<file path="config.mk">
export PLATFORM = sky130hd
export DESIGN_NAME = param_updown_counter_flat
export DESIGN_NICKNAME = d
export VERILOG_FILES = /design/src/rtl/param_updown_counter_if.sv /design/src/rtl/param_updown_counter.sv /design/src/flat_wrapper.sv
export SDC_FILE = /design/constraint.sdc
export NUM_CORES = 1
export LEC_CHECK = 0
export BUFFER_PORTS_ARGS = -buffer_cell sky130_fd_sc_hd__buf_2
export CORE_ASPECT_RATIO = 0.5
export CORE_MARGIN = 3
export CORE_UTILIZATION = 30
export DETAILED_ROUTE_END_ITERATION = 16
export GPL_TIMING_DRIVEN = 1
export PLACE_DENSITY_LB_ADDON = 0.12
export SYNTH_ARGS = -nofsm -noshare
export SYNTH_HDL_FRONTEND = slang
export SYNTH_SLANG_ARGS = --single-unit
</file>
<file path="constraint.sdc">
create_clock -name clk -period 5.45 [get_ports clk]
set_input_delay 1.09 -clock clk [delete_from_list [all_inputs] [get_ports clk]]
set_output_delay 1.09 -clock clk [all_outputs]
set_load 0.005 [all_outputs]
</file>
<file path="src/rtl/param_updown_counter_if.sv">
// Control/status bundle for param_updown_counter: the driver uses the master
// modport, the counter uses the slave modport.
interface param_updown_counter_if #(
    parameter int WIDTH = 16
);
    logic             en;
    logic             UpOrDown;
    logic             load;
    logic [WIDTH-1:0] load_val;
    logic             clr_flags;
    logic [WIDTH-1:0] Count;
    logic             tc;
    logic             ovf;
    logic             udf;

    modport master (
        output en, UpOrDown, load, load_val, clr_flags,
        input  Count, tc, ovf, udf
    );

    modport slave (
        input  en, UpOrDown, load, load_val, clr_flags,
        output Count, tc, ovf, udf
    );
endinterface

</file>
<file path="src/rtl/param_updown_counter.sv">
// Parametrised up/down counter with modulo limit, wrap/saturate, prescaled enable,
// synchronous load, registered terminal-count pulse and sticky ovf/udf flags.
module param_updown_counter #(
    parameter int               WIDTH    = 16,
    parameter logic [WIDTH-1:0] MAX_VAL  = {WIDTH{1'b1}},
    parameter bit               SAT_MODE = 1'b0,
    parameter int               PRESCALE = 1
) (
    input  logic                  clk,
    input  logic                  reset,
    param_updown_counter_if.slave bus
);
    localparam int PCW = (PRESCALE > 1) ? $clog2(PRESCALE) : 1;

    logic [WIDTH-1:0] count_q, count_d;
    logic [PCW-1:0]   pcnt_q, pcnt_d;
    logic             tc_q, tc_d;
    logic             ovf_q, ovf_d;
    logic             udf_q, udf_d;
    logic             tick, at_top, at_bot, set_ovf, set_udf;

    assign at_top  = (count_q == MAX_VAL);
    assign at_bot  = (count_q == '0);
    assign tick    = bus.en & ~bus.load & (pcnt_q == PCW'(PRESCALE - 1));
    assign set_ovf = tick &  bus.UpOrDown & at_top;
    assign set_udf = tick & ~bus.UpOrDown & at_bot;

    always_comb begin
        count_d = count_q;
        pcnt_d  = pcnt_q;
        tc_d    = 1'b0;
        if (bus.load) begin
            count_d = (bus.load_val > MAX_VAL) ? MAX_VAL : bus.load_val;
            pcnt_d  = '0;
        end else if (bus.en) begin
            pcnt_d = tick ? '0 : pcnt_q + PCW'(1);
            if (tick) begin
                // Limits are explicit compares so MAX_VAL below 2^WIDTH-1 wraps correctly
                if (bus.UpOrDown) begin
                    if (at_top) begin
                        count_d = SAT_MODE ? MAX_VAL : '0;
                        tc_d    = 1'b1;
                    end else begin
                        count_d = count_q + WIDTH'(1);
                    end
                end else begin
                    if (at_bot) begin
                        count_d = SAT_MODE ? '0 : MAX_VAL;
                        tc_d    = 1'b1;
                    end else begin
                        count_d = count_q - WIDTH'(1);
                    end
                end
            end
        end
    end

    // A set event outranks a same-cycle clear
    assign ovf_d = set_ovf | (ovf_q & ~bus.clr_flags);
    assign udf_d = set_udf | (udf_q & ~bus.clr_flags);

    always_ff @(posedge clk or negedge reset) begin
        if (!reset) begin
            count_q <= '0;
            pcnt_q  <= '0;
            tc_q    <= 1'b0;
            ovf_q   <= 1'b0;
            udf_q   <= 1'b0;
        end else begin
            count_q <= count_d;
            pcnt_q  <= pcnt_d;
            tc_q    <= tc_d;
            ovf_q   <= ovf_d;
            udf_q   <= udf_d;
        end
    end

    assign bus.Count = count_q;
    assign bus.tc    = tc_q;
    assign bus.ovf   = ovf_q;
    assign bus.udf   = udf_q;
endmodule

</file>
<file path="src/flat_wrapper.sv">
// flat-port wrapper written by rule: the top's interface ports become plain ports
module param_updown_counter_flat 
#(
    parameter int               WIDTH    = 16,
    parameter logic [WIDTH-1:0] MAX_VAL  = {WIDTH{1'b1}},
    parameter bit               SAT_MODE = 1'b0,
    parameter int               PRESCALE = 1
)
  (clk, reset, bus_en, bus_UpOrDown, bus_load, bus_load_val, bus_clr_flags, bus_Count, bus_tc, bus_ovf, bus_udf);
  param_updown_counter_if #(.WIDTH(WIDTH)) bus_i ();
  input  logic clk;
  input  logic reset;
  input wire logic [$bits(bus_i.en)-1:0] bus_en;
  input wire logic [$bits(bus_i.UpOrDown)-1:0] bus_UpOrDown;
  input wire logic [$bits(bus_i.load)-1:0] bus_load;
  input wire logic [$bits(bus_i.load_val)-1:0] bus_load_val;
  input wire logic [$bits(bus_i.clr_flags)-1:0] bus_clr_flags;
  output wire logic [$bits(bus_i.Count)-1:0] bus_Count;
  output wire logic [$bits(bus_i.tc)-1:0] bus_tc;
  output wire logic [$bits(bus_i.ovf)-1:0] bus_ovf;
  output wire logic [$bits(bus_i.udf)-1:0] bus_udf;
  assign bus_i.en = bus_en;
  assign bus_i.UpOrDown = bus_UpOrDown;
  assign bus_i.load = bus_load;
  assign bus_i.load_val = bus_load_val;
  assign bus_i.clr_flags = bus_clr_flags;
  assign bus_Count = bus_i.Count;
  assign bus_tc = bus_i.tc;
  assign bus_ovf = bus_i.ovf;
  assign bus_udf = bus_i.udf;
  param_updown_counter #(.WIDTH(WIDTH), .MAX_VAL(MAX_VAL), .SAT_MODE(SAT_MODE), .PRESCALE(PRESCALE)) u_core (.clk(clk), .reset(reset), .bus(bus_i));
endmodule
</file>
==> out/results.ini <==
[status]
status = finished, final reports clean

[power]
finalPower_mw = 0.492
powerDensity_nw_per_um2 = 236
ir_worst_vdd_uv = 129
power_leakage_nw = 0.835

[sta]
fmax_mhz = 370
finalSetupTns_ns = 0
rsz0062_at_grt = no
min_period_ns = 2.70
slew_violations = 0
final-setup-viol-count = 0
timing.final.crit_share = 0.496
worst_clock_skew_ns = 0.00269
holdWs_ns = 0.531
max_slew_margin = 0.141
setup_slack_ns = 2.75
hold_viol_final = 0
tightest_slew_ns = 1.28

[setup_path]
worstSetupStartpointType = input port
worstPathRequired_ns = 5.60
rr_endpoint = u_core.bus.Count[0]$_DFFE_PN0P_
crit_arrival_ns = 2.85
worstSetupPathType = input port to flip-flop
reg2reg_slack_ns = 2.90
crit_fanout = 27
crit_end = u_core.bus.Count[5]$_DFFE_PN0P_
max_stage_delay_ns = 0.57
crit_slowest_cell = nor2b_1
worstRegToRegCells = 5
r2r_start = u_core.bus.Count[4]$_DFFE_PN0P_
path_cells = buf_2 -> nor4_1 -> nand4_4 -> nor2b_1 -> o211ai_1 -> o21a_1
cp-startpoint = bus_UpOrDown
endpoint_kind = flip-flop

[floorplan]
start_util = 0.320
die_y_um = 60.9
coreArea_um2 = 5660
die_area_um2 = 7060
row_count = 19
ios = 41
die_w_um = 116

[placed_design]
numPortBuffers = 40
place_ws_ns = 2.48
globalplace.congestion = 0.855
dpl.hpwl_um = 3800

[flow_run]
drv_cap = 0

[finish]
final_nets = 271
mostFrequentLayoutCells = buf_2, nand2_1, dfrtp_1
syn_to_final_growth_pct = 15.1
antenna_cells = 0
fillers = 611
final_common_cell = buf_2
drive_above_1_share = 0.249

[global_route]
grt_pass1_vias = 1676
antenna_found_initial = 0
track_usage = 0.164
grt_pass1_wl_um = 8920
grt_max_degree = 29
grt-ovfl-total = 0

[detailed_routing]
dr_total_vias = 1781
drt-total-wl_um = 5500
wire_per_inst_um = 17.3
route.detailed.drc = 0
avgViaCountPerCell = 5.60
firstDrtPassIters = 4
postRouteAntennaNets = 0
drtIter0Drc = 101

[cts]
cts_hold_buf = 0
post_cts_resized = 0
numClockSinks = 20
clockBufferDepth = 2
clockRootBuffer = clkbuf_16
cts.clk_slew.worst_paths_ns = 0.06
post_cts_buffers = 0
tritoncts = built
clock_latency_ns = 0.26
cts_buffers = 3
h-tree-depth = 1

[yosys]
avgSynthCellArea_um2 = 8.19
syn-instance-count = 221
synth-edff-count = 0
synthDistinctLibCells = 54
synth_top_area_cell = dfrtp_1
yosys_most_used_dff = dfrtp_1
syn_nets = 246
synth-seq-cells = 20
syn_area_um2 = 1810
netlist.area_leader.share = 0.277
yosys-top-cells-area = dfrtp_1, nand2_1, o21ai_0, a21oi_1, nor4_4
yosysWarningCount = 0
ys_seq_area_frac = 0.277
synthArstFlopShare = 1.00

[hold_path]
holdCritPathClass = flip-flop to flip-flop

-- cells in the mapped netlist, drive strengths merged (3+ instances only) --
master,number
nor2,13
o22ai,4
nor2b,3
ha,3
xnor2,5
a221oi,3
a21oi,14
inv,9
mux2i,3
o221a,3
nand4,11
nor3,7
buf,13
nand3,9
dfrtp,20
clkbuf,8
nor4,11
xor2,5
nand2,23
a31oi,4
o21ai,19
o211ai,3
-- where the power goes --
group / internal, mW / switching [mW] / total [mW] / leakage, nW
clock: 0.112 / 0.0620 / 0.174 / 0.0442
combinational: 0.0512 / 0.0657 / 0.117 / 0.546
sequential: 0.161 / 0.0399 / 0.201 / 0.245
total: 0.324 / 0.168 / 0.492 / 0.835
-- registers in the layout, indices dropped and copies added (netlist names) --
register          flops
u_core.bus.Count     16
u_core.bus.ovf        1
u_core.bus.tc         1
u_core.bus.udf        1
u_core.pcnt_q         1
-- final cells by class --
class | count | area, um^2 | share of cell area
flip-flops and latches | 20 | 500 | 0.240
inverters | 9 | 33.8 | 0.0162
clock buffers | 4 | 88.8 | 0.0427
multi-input cells | 171 | 1160 | 0.557
well taps | 73 | 91.3 | 0.0439
repair buffers | 41 | 208 | 0.0998
-- how the worst min path moves through the flow --
stage                                   start                   endpoint  slack (ns)  cells after the start
finish               u_core.bus.udf$_DFF_PN0_   u_core.bus.udf$_DFF_PN0_        0.53                      2
global route         u_core.bus.udf$_DFF_PN0_   u_core.bus.udf$_DFF_PN0_        0.55                      2
CTS                  u_core.bus.udf$_DFF_PN0_   u_core.bus.udf$_DFF_PN0_        0.54                      2
detailed placement   u_core.bus.udf$_DFF_PN0_   u_core.bus.udf$_DFF_PN0_        0.53                      2
global placement    u_core.pcnt_q$_DFFE_PN0P_  u_core.pcnt_q$_DFFE_PN0P_        0.54                      1
floorplan            u_core.bus.udf$_DFF_PN0_   u_core.bus.udf$_DFF_PN0_        0.53                      2
-- worst max-delay path, delay by kind of cell --
kind	cells	cell delay (ns)
AOI/OAI and AO/OA	2	0.39
buffers and inverters	1	0.42
and+or+nand+nor	3	0.95
-- per-stage QoR --
step | cell area (um^2) | cells | util
floorplan | 1810 | 221 | -
detailed placement | 1990 | 314 | 0.352
global route | 2080 | 318 | 0.368
global placement | 1990 | 314 | 0.352
finish | 2080 | 318 | 0.368
CTS | 2080 | 318 | 0.368
-- routing by layer --
layer | track usage | wire length, um | up-vias | part of all wire
li1 | - | - | 878 | -
met1 | 0.245 | 2760 | 852 | 0.50
met2 | 0.248 | 2390 | 47 | 0.43
met3 | 0.0339 | 321 | 4 | 0.058
met4 | 0.0281 | 38 | 0 | 0.0069
met5 | 0 | 0 | - | 0
-- kinds of logic (layout without fill, tap and decap cells) --
kind of cell             after synthesis  in the layout  share of synthesized area
buffers and inverters                 30             54                     0.0823
AND/OR/NAND/NOR                       91             91                      0.316
multiplexers                           4              4                     0.0228
XOR/XNOR                              10             10                     0.0484
adder cells (fa/ha/maj)                3              3                     0.0207
AO/OA/AOI/OAI                         63             63                      0.233
flip-flops                            20             20                      0.277
Note: power is estimated with default switching activity, not from simulation.
